**config.mk**
```make
export PLATFORM = sky130hd
export DESIGN_NAME = mmio_return_responder
export DESIGN_NICKNAME = d
export VERILOG_FILES = /design/src/rtl/mmio_return_responder_pkg.sv /design/src/rtl/mmio_return_fifo.sv /design/src/rtl/mmio_return_responder.sv
export SDC_FILE = /design/constraint.sdc
export NUM_CORES = 1
export LEC_CHECK = 0
export CAP_MARGIN = 20
export CORE_UTILIZATION = 47
export CTS_CLUSTER_DIAMETER = 40
export CTS_CLUSTER_SIZE = 28
export DETAILED_ROUTE_END_ITERATION = 10
export PLACE_DENSITY = 0.77
export SLEW_MARGIN = 30
export SYNTH_ARGS = -nofsm -noshare
export SYNTH_HDL_FRONTEND = slang
export SYNTH_SLANG_ARGS = --single-unit
```
**constraint.sdc**
```tcl
create_clock -name clock -period 14.4 [get_ports clock]
set_clock_uncertainty 0.15 [all_clocks]
set_input_delay 2.88 -clock clock [delete_from_list [all_inputs] [get_ports clock]]
set_output_delay 2.88 -clock clock [all_outputs]
set_load 0.1 [all_outputs]
```
**src/rtl/mmio_return_responder_pkg.sv**
```systemverilog
// Shared globals for the MMIO return responder: register map, error bit
// indices and the request decode helper.
package mmio_return_responder_pkg;

  typedef logic [7:0] cu_id_t;

  // Byte addresses on the 26-bit host bus; the MMIO port carries word addresses.
  localparam logic [25:0] CU_RETURN_BADDR     = 26'h3FFFFD8;
  localparam logic [25:0] CU_RETURN_ACK_BADDR = 26'h3FFFFD0;
  localparam logic [25:0] ERROR_REG_BADDR     = 26'h3FFFFB8;
  localparam logic [25:0] ERROR_REG_ACK_BADDR = 26'h3FFFFB0;

  localparam logic [23:0] CU_RETURN_ADDR     = CU_RETURN_BADDR[25:2];
  localparam logic [23:0] CU_RETURN_ACK_ADDR = CU_RETURN_ACK_BADDR[25:2];
  localparam logic [23:0] ERROR_REG_ADDR     = ERROR_REG_BADDR[25:2];
  localparam logic [23:0] ERROR_REG_ACK_ADDR = ERROR_REG_ACK_BADDR[25:2];

  localparam int ERR_ACK_MISMATCH_BIT = 62;
  localparam int ERR_PARITY_BIT       = 63;

  typedef enum logic [1:0] {
    SEL_CU_RETURN     = 2'd0,
    SEL_CU_RETURN_ACK = 2'd1,
    SEL_ERROR_REG     = 2'd2,
    SEL_ERROR_REG_ACK = 2'd3
  } reg_sel_e;

  typedef struct packed {
    logic     hit;
    reg_sel_e sel;
  } decode_t;

  function automatic decode_t decode_addr(input logic [23:0] addr);
    decode_t d;
    d.hit = 1'b1;
    d.sel = SEL_CU_RETURN;
    case (addr)
      CU_RETURN_ADDR:     d.sel = SEL_CU_RETURN;
      CU_RETURN_ACK_ADDR: d.sel = SEL_CU_RETURN_ACK;
      ERROR_REG_ADDR:     d.sel = SEL_ERROR_REG;
      ERROR_REG_ACK_ADDR: d.sel = SEL_ERROR_REG_ACK;
      default:            d.hit = 1'b0;
    endcase
    return d;
  endfunction

endpackage

```
**src/rtl/mmio_return_fifo.sv**
```systemverilog
// Synchronous FIFO holding pending CU return words; full/empty come from a
// registered occupancy count so they never depend on same-cycle push/pop.
module mmio_return_fifo #(
  parameter int DEPTH = 4,
  parameter int W     = 64
) (
  input  logic         clk,
  input  logic         rst,
  input  logic         push_i,
  input  logic [W-1:0] wdata_i,
  input  logic         pop_i,
  output logic [W-1:0] head_o,
  output logic         full_o,
  output logic         empty_o
);

  localparam int AW = $clog2(DEPTH);

  logic [W-1:0] mem_q [DEPTH];
  logic [AW-1:0] wptr_q, rptr_q;
  logic [AW:0]   count_q;
  logic          do_push, do_pop;

  assign full_o  = (count_q == (AW+1)'(DEPTH));
  assign empty_o = (count_q == '0);
  assign do_push = push_i & ~full_o;
  assign do_pop  = pop_i & ~empty_o;
  assign head_o  = mem_q[rptr_q];

  always_ff @(posedge clk) begin
    if (do_push) mem_q[wptr_q] <= wdata_i;
  end

  always_ff @(posedge clk or posedge rst) begin
    if (rst) begin
      wptr_q  <= '0;
      rptr_q  <= '0;
      count_q <= '0;
    end else begin
      if (do_push) wptr_q <= wptr_q + 1'b1;
      if (do_pop)  rptr_q <= rptr_q + 1'b1;
      case ({do_push, do_pop})
        2'b10:   count_q <= count_q + 1'b1;
        2'b01:   count_q <= count_q - 1'b1;
        default: count_q <= count_q;
      endcase
    end
  end

endmodule

```
**src/rtl/mmio_return_responder.sv**
```systemverilog
// MMIO responder for the CU return queue and sticky error register.
// Optional feature: define MMIO_PARITY_EN to check write parity and drive read parity.
module mmio_return_responder
  import mmio_return_responder_pkg::*;
#(
  parameter int RETURN_FIFO_DEPTH = 4
) (
  input  logic        clock,
  input  logic        reset,
  input  logic        mmio_valid,
  input  logic        mmio_rnw,
  input  logic        mmio_dw,
  input  logic [23:0] mmio_addr,
  input  logic [63:0] mmio_wdata,
  input  logic        mmio_wpar,
  output logic        mmio_ack,
  output logic        mmio_hit,
  output logic [63:0] mmio_rdata,
  output logic        mmio_rpar,
  input  logic        ret_valid,
  output logic        ret_ready,
  input  logic [63:0] ret_data,
  input  logic [63:0] err_set,
  output logic [63:0] err_reg,
  output logic        ret_pending
);

  decode_t     dec;
  logic        req_vld_q, req_rnw_q, req_dw_q;
  reg_sel_e    req_sel_q;
  logic [63:0] req_wdata_q;
  logic        ack_q;
  logic [63:0] rdata_q, rdata_d;
  logic [63:0] err_q, err_d;
  logic [63:0] head, rd_sel, clr;
  logic        fifo_full, fifo_empty, pop, ack_err, wr_ok, par_bad;

  assign dec = decode_addr(mmio_addr);

  // Stage 1: capture only decoded requests; others vanish without an ack.
  always_ff @(posedge clock or posedge reset) begin
    if (reset) begin
      req_vld_q   <= 1'b0;
      req_rnw_q   <= 1'b0;
      req_dw_q    <= 1'b0;
      req_sel_q   <= SEL_CU_RETURN;
      req_wdata_q <= '0;
    end else begin
      req_vld_q   <= mmio_valid & dec.hit;
      req_rnw_q   <= mmio_rnw;
      req_dw_q    <= mmio_dw;
      req_sel_q   <= dec.sel;
      req_wdata_q <= mmio_wdata;
    end
  end

`ifdef MMIO_PARITY_EN
  logic req_wpar_q;
  logic rpar_q;

  always_ff @(posedge clock or posedge reset) begin
    if (reset) begin
      req_wpar_q <= 1'b0;
      rpar_q     <= 1'b0;
    end else begin
      req_wpar_q <= mmio_wpar;
      rpar_q     <= req_vld_q & ~(^rdata_d);
    end
  end

  // Odd parity: the data word plus its parity bit must hold an odd number of ones.
  assign par_bad   = req_vld_q & ~req_rnw_q & ~(^{req_wdata_q, req_wpar_q});
  assign mmio_rpar = rpar_q;
`else
  logic unused_wpar;
  assign unused_wpar = mmio_wpar;
  assign par_bad     = 1'b0;
  assign mmio_rpar   = 1'b0;
`endif

  // Ready comes from the registered count only, so a pop cannot free a slot early.
  assign ret_ready = ~reset & ~fifo_full;

  mmio_return_fifo #(
    .DEPTH (RETURN_FIFO_DEPTH),
    .W     (64)
  ) u_fifo (
    .clk     (clock),
    .rst     (reset),
    .push_i  (ret_valid & ret_ready),
    .wdata_i (ret_data),
    .pop_i   (pop),
    .head_o  (head),
    .full_o  (fifo_full),
    .empty_o (fifo_empty)
  );

  // Stage 2: execute the registered request and form the registered response.
  always_comb begin
    rd_sel = '0;
    case (req_sel_q)
      SEL_CU_RETURN: rd_sel = fifo_empty ? 64'h0 : head;
      SEL_ERROR_REG: rd_sel = err_q;
      default:       rd_sel = '0;
    endcase

    wr_ok   = req_vld_q & ~req_rnw_q & req_dw_q & ~par_bad;
    pop     = wr_ok & (req_sel_q == SEL_CU_RETURN_ACK) & ~fifo_empty &
              (req_wdata_q == head);
    ack_err = wr_ok & (req_sel_q == SEL_CU_RETURN_ACK) &
              (fifo_empty | (req_wdata_q != head));
    clr     = (wr_ok & (req_sel_q == SEL_ERROR_REG_ACK)) ? req_wdata_q : 64'h0;

    err_d = (err_q & ~clr) | err_set;
    err_d[ERR_ACK_MISMATCH_BIT] = err_d[ERR_ACK_MISMATCH_BIT] | ack_err;
    err_d[ERR_PARITY_BIT]       = err_d[ERR_PARITY_BIT] | par_bad;

    rdata_d = '0;
    if (req_vld_q & req_rnw_q) begin
      rdata_d = req_dw_q ? rd_sel : {rd_sel[31:0], rd_sel[31:0]};
    end
  end

  always_ff @(posedge clock or posedge reset) begin
    if (reset) begin
      ack_q   <= 1'b0;
      rdata_q <= '0;
      err_q   <= '0;
    end else begin
      ack_q   <= req_vld_q;
      rdata_q <= rdata_d;
      err_q   <= err_d;
    end
  end

  assign mmio_ack    = ack_q;
  assign mmio_hit    = ack_q;
  assign mmio_rdata  = rdata_q;
  assign err_reg     = err_q;
  assign ret_pending = ~fifo_empty;

endmodule

```
==> impl_results.md, run 1 <==
* Async set or reset register ratio after synthesis at 44.47%
* Top reg by flops: u_fifo.mem_q
* # hold bufs at CTS at 0
* YS warnings at 0
* Adder-cell area share of the yosys netlist at 0.4550%
* Largest family of logic cells by synthesized area: compound AO/OA/AOI/OAI gates
* Port bufs at 353
* Total power at 3.371 mW
* IO Count at 356
* First-pass GRT wire length at 78.51 mm
* Syn avg cell area at 15.61 um^2
* # clock sinks at 461
* Vias in the first global route at 12395
* Dominant cell type by area after synthesis: edfxtp_1
* Seq/Total Area, Yosys at 70.62%
* Worst IR Drop VDD at 0.09866 mV
* Clk slew on worst S/H paths at 0.05 ns
* CTS buffer count at 58
* Row count at 71
* Layout cells sized above 1 at 12.07%
* Kind of critical path: input pin to output port
* Arrival time worst endpoint at 5.12 ns
* GRT Total Usage at 27.89%
* WL met3 at 5.373 mm
* Congestion Overflow GR at 0
* Synth area leaders: edfxtp_1 42%, dfrtp_1 28%, mux4_2 4.3%
* Mapped Area at 18150 um^2
* Worst skew pair latency at 0.61 ns
* Initial core utilization at 47.96%
* FF+latch count, synth at 461
* Die area at 39400 um^2
* Routed Antenna Nets at 0
* Initial antenna violation count at 11
* Synth top area share at 42.36%
* Status: finished clean
* Gate Count Post-Synth at 1163
* Wire length per cell at 25.94 um
* Worst setup EP type: output port
* Met2 WL post-DR at 26.43 mm
* Minimum clock period at 8.151 ns
* Leak at 8.592 nW
* Top cells by count, synth: 256 x edfxtp_1, 205 x dfrtp_1, 108 x nand2_1
* Die W at 198.5 um
* RSZ-0062 raised after global routing: no
* Fin. max-slew vios at 0
* Fill count at 2788
* Critical Path RT at 11.37 ns
* Post-synth top flop: edfxtp_1
* Non-filler instance count after layout at 2101
* Cell breakdown of the critical path: clkdlybuf4s50_1, a31oi_1, clkdlybuf4s50_1
* DRT Pass-1 Iters at 5
* Crit-path slowest cell: clkdlybuf4s50_1
* Met1 WL at 20.48 mm
* Htree depth at 2
* Largest net degree at the start of global routing at 129
* Final Hold Fails at 0
* Via density at 5.769
* Post-CTS Resized at 0
* Worst Hold Class: flip-flop to flip-flop
* Routed Wire Length at 54.49 mm
* Cells after DPL at 1983
* Final nets at 1762
* Worst setup SP type: input pin
* CTS Root Cell: clkbuf_16
* Max-cap violation count at 0
* Core Region at 37840 um^2
* Gpl congestion at 0.8835
* Via count at 12120
* Die Height at 198.5 um
* DRC at 0
* Number of DRC markers in iteration 0 at 830
* Final setup violating endpoints at 0
* Slew Limit Headroom at 29.82%
* CP max FO at 6
* DR top layer: met5
* Post-Syn Nets at 1392
* Multiplexer area fraction after synthesis at 8.680%
* PD cells at 139.3 nW/um^2
* Longest Clk Path Bufs at 3
* Layout area overhead at 33.33%
* Count leader, synth: edfxtp_1
* Period Utilization, post-route at 56.60%
* Worst path max stage delay at 1.26 ns
* Fmax at 0.1227 GHz
* Synth cell types at 68
* Largest register FFs at 256
* Setup TNS at 0 ns
* Post-CTS Setup Inserts at 0
* CTS tree: built
* Crit path top cell by count: clkdlybuf4s50_1
* Synth Area in Simple Gates at 6.336%
* Post-synth EDFFs at 256
* XOR/XNOR Fraction of Synth Area at 2.454%
* Compound-Gate Fraction of Synth Area at 9.362%
* HPWL after detailed placement at 37.52 mm
* Actual slew at the worst max-slew pin at 1.049 ns
## final timing paths
check	from	to	slack, ns	cells after the start
hold / removal	req_vld_q	mmio_ack	0.29	0
max in group asynchronous	reset	mmio_rdata[47]	10.18	3
setup reg to reg	u_fifo.rptr_q[1]	u_fifo.count_q[2]	9.33	14
min in group asynchronous	reset	u_fifo.wptr_q[0]	2.67	2
hold reg to reg	req_vld_q	mmio_ack	0.29	0
setup / recovery	reset	ret_ready	6.25	3
## worst max-delay path, delay by kind of cell
family	cells	cell delay, ns
AOI/OAI and AO/OA	1	0.44
buffers and inverters	2	1.80
## logic make-up after synthesis
| logic type | count (synthesis) |
|---|---|
| XOR/XNOR | 50 |
| flip-flops | 461 |
| adder cells (fa/ha/maj) | 6 |
| multiplexers | 105 |
| other | 1 |
| AND/OR/NAND/NOR | 243 |
| AO/OA/AOI/OAI | 220 |
| buffers and inverters | 77 |
## placed cells by master, fill, tap and decap left out, types with 7 or more instances in the layout
master           instances
diode_2                  7
nand4_1                 17
dfrtp_1                203
buf_2                   13
mux4_2                  35
nand3_1                 16
buf_4                    8
a21o_1                  63
xnor2_1                 35
clkdlybuf4s50_1        339
a211oi_1                26
nor2_1                  52
o21ai_0                  7
xor2_1                  14
a221oi_1                27
inv_1                   16
nand2_1                107
a22oi_1                 28
clkinv_4                 9
clkbuf_16               59
edfxtp_1               256
a21oi_1                 16
mux2i_1                 61
## cell type report
class	instances	area, um^2	area share (%)
Sequential cell	461	12820	53.00
Multi-Input combinational cell	625	4992	20.63
Timing Repair Buffer	367	3625	14.98
Clock buffer	70	1568	6.479
Tap cell	511	639.4	2.642
Clock inverter	40	442.9	1.830
Inverter	20	87.58	0.3620
Antenna cell	7	17.52	0.07239
## stage by stage
step | instance area, um^2 | setup slack [ns] | hold slack [ns] | utilization (%)
3_5_place_dp | 22140 | 6.277 | 0.2663 | 58.51
4_1_cts | 24150 | 6.273 | 0.2850 | 63.82
2_1_floorplan | 18150 | 5.774 | 0.2175 | -
6_report | 24200 | 6.249 | 0.2884 | 63.94
5_1_grt | 24180 | 6.133 | 0.2922 | 63.91
3_3_place_gp | 22160 | 6.330 | 0.2607 | 58.54
## layer usage
metal / up-vias / track usage (%)
met5: - / 0
met4: 8 / 11.85
met3: 136 / 7.782
met2: 651 / 45.94
met1: 6097 / 34.64
li1: 5228 / -
## report_power, final
part	leakage, nW	switching (mW)	internal [mW]	total (mW)
registers	4.69	0.0347	1.49	1.53
logic	2.92	0.233	0.138	0.371
clock network	0.984	0.588	0.882	1.47
(Power assumes the default switching activity.)
==> run 2, diff against run 1 <==
- PLACE_DENSITY: 0.77 -> 0.8
- clock period: 14.4 -> 6.9 ns (I/O delays scaled with it)
==> run 2 against run 1 <==
Global-route usage decreased by 0.16 points. First-iteration DRC count increased by 21%. Register-to-register slack worse by 7.4 ns. Via count shrank 0.50%. Highest routed layer unchanged. Largest power group unchanged. Die area unchanged. Flip-flop and latch count stayed put. Final area down 0.13%. Count of clock-buffer cells in the layout down 12. Clock power grew 100%. Sequential power increased by 110%. Total power rose by 110%.
==> impl_results.md, run 2 (synthesized netlist as in run 1, its figures left out) <==
* Status: finished clean (unchanged)
* Setup TNS at 0 ns (unchanged)
* Layout cells sized above 1 at 11.95% (was 12.07%)
* Die Height at 198.5 um (unchanged)
* DRC at 0 (unchanged)
* Period Utilization, post-route at 73.61%
* Fill count at 2756 (was 2788)
* Worst IR Drop VDD at 0.1901 mV (was 0.09866 mV)
* CTS Root Cell: clkbuf_16 (unchanged)
* Layout area overhead at 33.15% (was 33.33%)
* GRT Total Usage at 27.73% (was 27.89%)
* Cell breakdown of the critical path: clkdlybuf4s50_1, a31oi_1, clkdlybuf4s50_1 (unchanged)
* DRT Pass-1 Iters at 5 (unchanged)
* Die area at 39400 um^2 (unchanged)
* PD cells at 286.8 nW/um^2 (was 139.3 nW/um^2)
* Vias in the first global route at 12264 (was 12395)
* # clock sinks at 461 (unchanged)
* Crit-path slowest cell: clkdlybuf4s50_1 (unchanged)
* Non-filler instance count after layout at 2105 (was 2101)
* # hold bufs at CTS at 0 (unchanged)
* Total power at 6.932 mW (was 3.371 mW)
* Port bufs at 353 (unchanged)
* Max-cap violation count at 0 (unchanged)
* Crit-path leading delay family: buffers and inverters (unchanged)
* Worst skew pair latency at 0.59 ns (was 0.61 ns)
* CP max FO at 6 (unchanged)
* Commonest non-fill, non-tap cell in the layout: clkdlybuf4s50_1 (unchanged)
* Worst Hold Class: flip-flop to flip-flop (unchanged)
* Initial core utilization at 47.96% (unchanged)
* Leak at 8.553 nW (was 8.592 nW)
* Initial antenna violation count at 18 (was 11)
* Row count at 71 (unchanged)
* RSZ-0062 raised after global routing: no (unchanged)
* CTS buffer count at 56 (was 58)
* Largest register FFs at 256 (unchanged)
* Top reg by flops: u_fifo.mem_q (unchanged)
* Congestion Overflow GR at 0 (unchanged)
* Via count at 12060 (was 12120)
* Core Region at 37840 um^2 (unchanged)
* Via density at 5.729 (was 5.769)
* Final setup violating endpoints at 0 (unchanged)
* Wire length per cell at 25.86 um (was 25.94 um)
* Fmax at 0.1969 GHz
* Longest Clk Path Bufs at 3 (unchanged)
* Final Hold Fails at 0 (unchanged)
* Final nets at 1764 (was 1762)
* CTS tree: built (unchanged)
* Htree depth at 2 (unchanged)
* Largest net degree at the start of global routing at 147 (was 129)
* Worst path max stage delay at 1.26 ns (about the same)
* Gpl congestion at 0.8799 (was 0.8835)
* Cells after DPL at 1988 (was 1983)
* Fin. max-slew vios at 0 (unchanged)
* Slew Limit Headroom at 29.37% (was 29.82%)
* First-pass GRT wire length at 78.19 mm (was 78.51 mm)
* Critical Path RT at 5.37 ns (was 11.37 ns)
* Arrival time worst endpoint at 3.55 ns (was 5.12 ns)
* Clk slew on worst S/H paths at 0.06 ns (was 0.05 ns)
* Worst setup SP type: input pin (unchanged)
* IO Count at 356 (unchanged)
* Post-CTS Setup Inserts at 0 (unchanged)
* R2r setup slk at 1.95 ns (was 9.33 ns)
* Routed Wire Length at 54.43 mm (was 54.49 mm)
* Post-CTS Resized at 0 (unchanged)
* Worst setup EP type: output port (unchanged)
* Actual slew at the worst max-slew pin at 1.056 ns (was 1.049 ns)
* Crit path top cell by count: clkdlybuf4s50_1 (unchanged)
* Most frequent cells in the layout: 341 x clkdlybuf4s50_1, 256 x edfxtp_1, 203 x dfrtp_1 (was 339 x clkdlybuf4s50_1, 256 x edfxtp_1, 203 x dfrtp_1)
* Die W at 198.5 um (unchanged)
* Kind of critical path: input pin to output port (unchanged)
* Minimum clock period at 5.079 ns
* HPWL after detailed placement at 38.34 mm (was 37.52 mm)
* Routed Antenna Nets at 0 (unchanged)
* Number of DRC markers in iteration 0 at 1001 (was 830)
* Crit path buf inv count at 2 (unchanged)
==> run 2: layer usage <==
metal / vias up / routed length [um] / global-route usage (%) / part of all wire, %
li1: 5248 / - / - / -
met1: 6047 / 20940 / 34.86 / 38
met2: 618 / 26020 / 44.56 / 48
met3: 135 / 5183 / 8.037 / 9.5
met4: 12 / 2195 / 12.65 / 4.0
met5: - / 82 / 0 / 0.15
==> run 2: cell type report <==
| type | count | area (um^2) | share of cell area, % |
|---|---|---|---|
| flip-flops and latches | 461 | 12820 | 53.07 |
| multi-input cells | 625 | 4992 | 20.66 |
| repair buffers | 371 | 3686 | 15.25 |
| clock buffers | 58 | 1430 | 5.918 |
| well taps | 511 | 639.4 | 2.646 |
| clock inverters | 46 | 481.7 | 1.993 |
| inverters | 20 | 78.83 | 0.3262 |
| diodes | 13 | 32.53 | 0.1346 |
==> run 2: final timing paths <==
path                                  start                end  cells past startpoint
max in group asynchronous             reset   u_fifo.rptr_q[0]                      3
max                                   reset          ret_ready                      3
min in group asynchronous             reset  u_fifo.count_q[2]                      3
min                               req_vld_q           mmio_ack                      0
max reg2reg                u_fifo.rptr_q[0]  u_fifo.count_q[2]                     14
min reg2reg                       req_vld_q           mmio_ack                      0
==> run 2: stage by stage <==
step	util (%)	cell area [um^2]	setup slack, ns	hold slack, ns
finish	63.86	24170	1.821	0.2765
global route	63.80	24150	1.700	0.2852
CTS	63.81	24150	1.844	0.2692
detailed placement	58.76	22240	1.849	0.2550
global placement	58.63	22190	1.917	0.2475
floorplan	-	18150	1.534	0.2175
==> run 2: report_power, final <==
| group | internal [mW] | switching (mW) | total (mW) | leakage, nW |
|---|---|---|---|---|
| sequential | 3.12 | 0.0749 | 3.19 | 4.69 |
| clock | 1.69 | 1.26 | 2.95 | 0.932 |
| combinational | 0.294 | 0.490 | 0.785 | 2.94 |
| total | 5.10 | 1.83 | 6.93 | 8.55 |
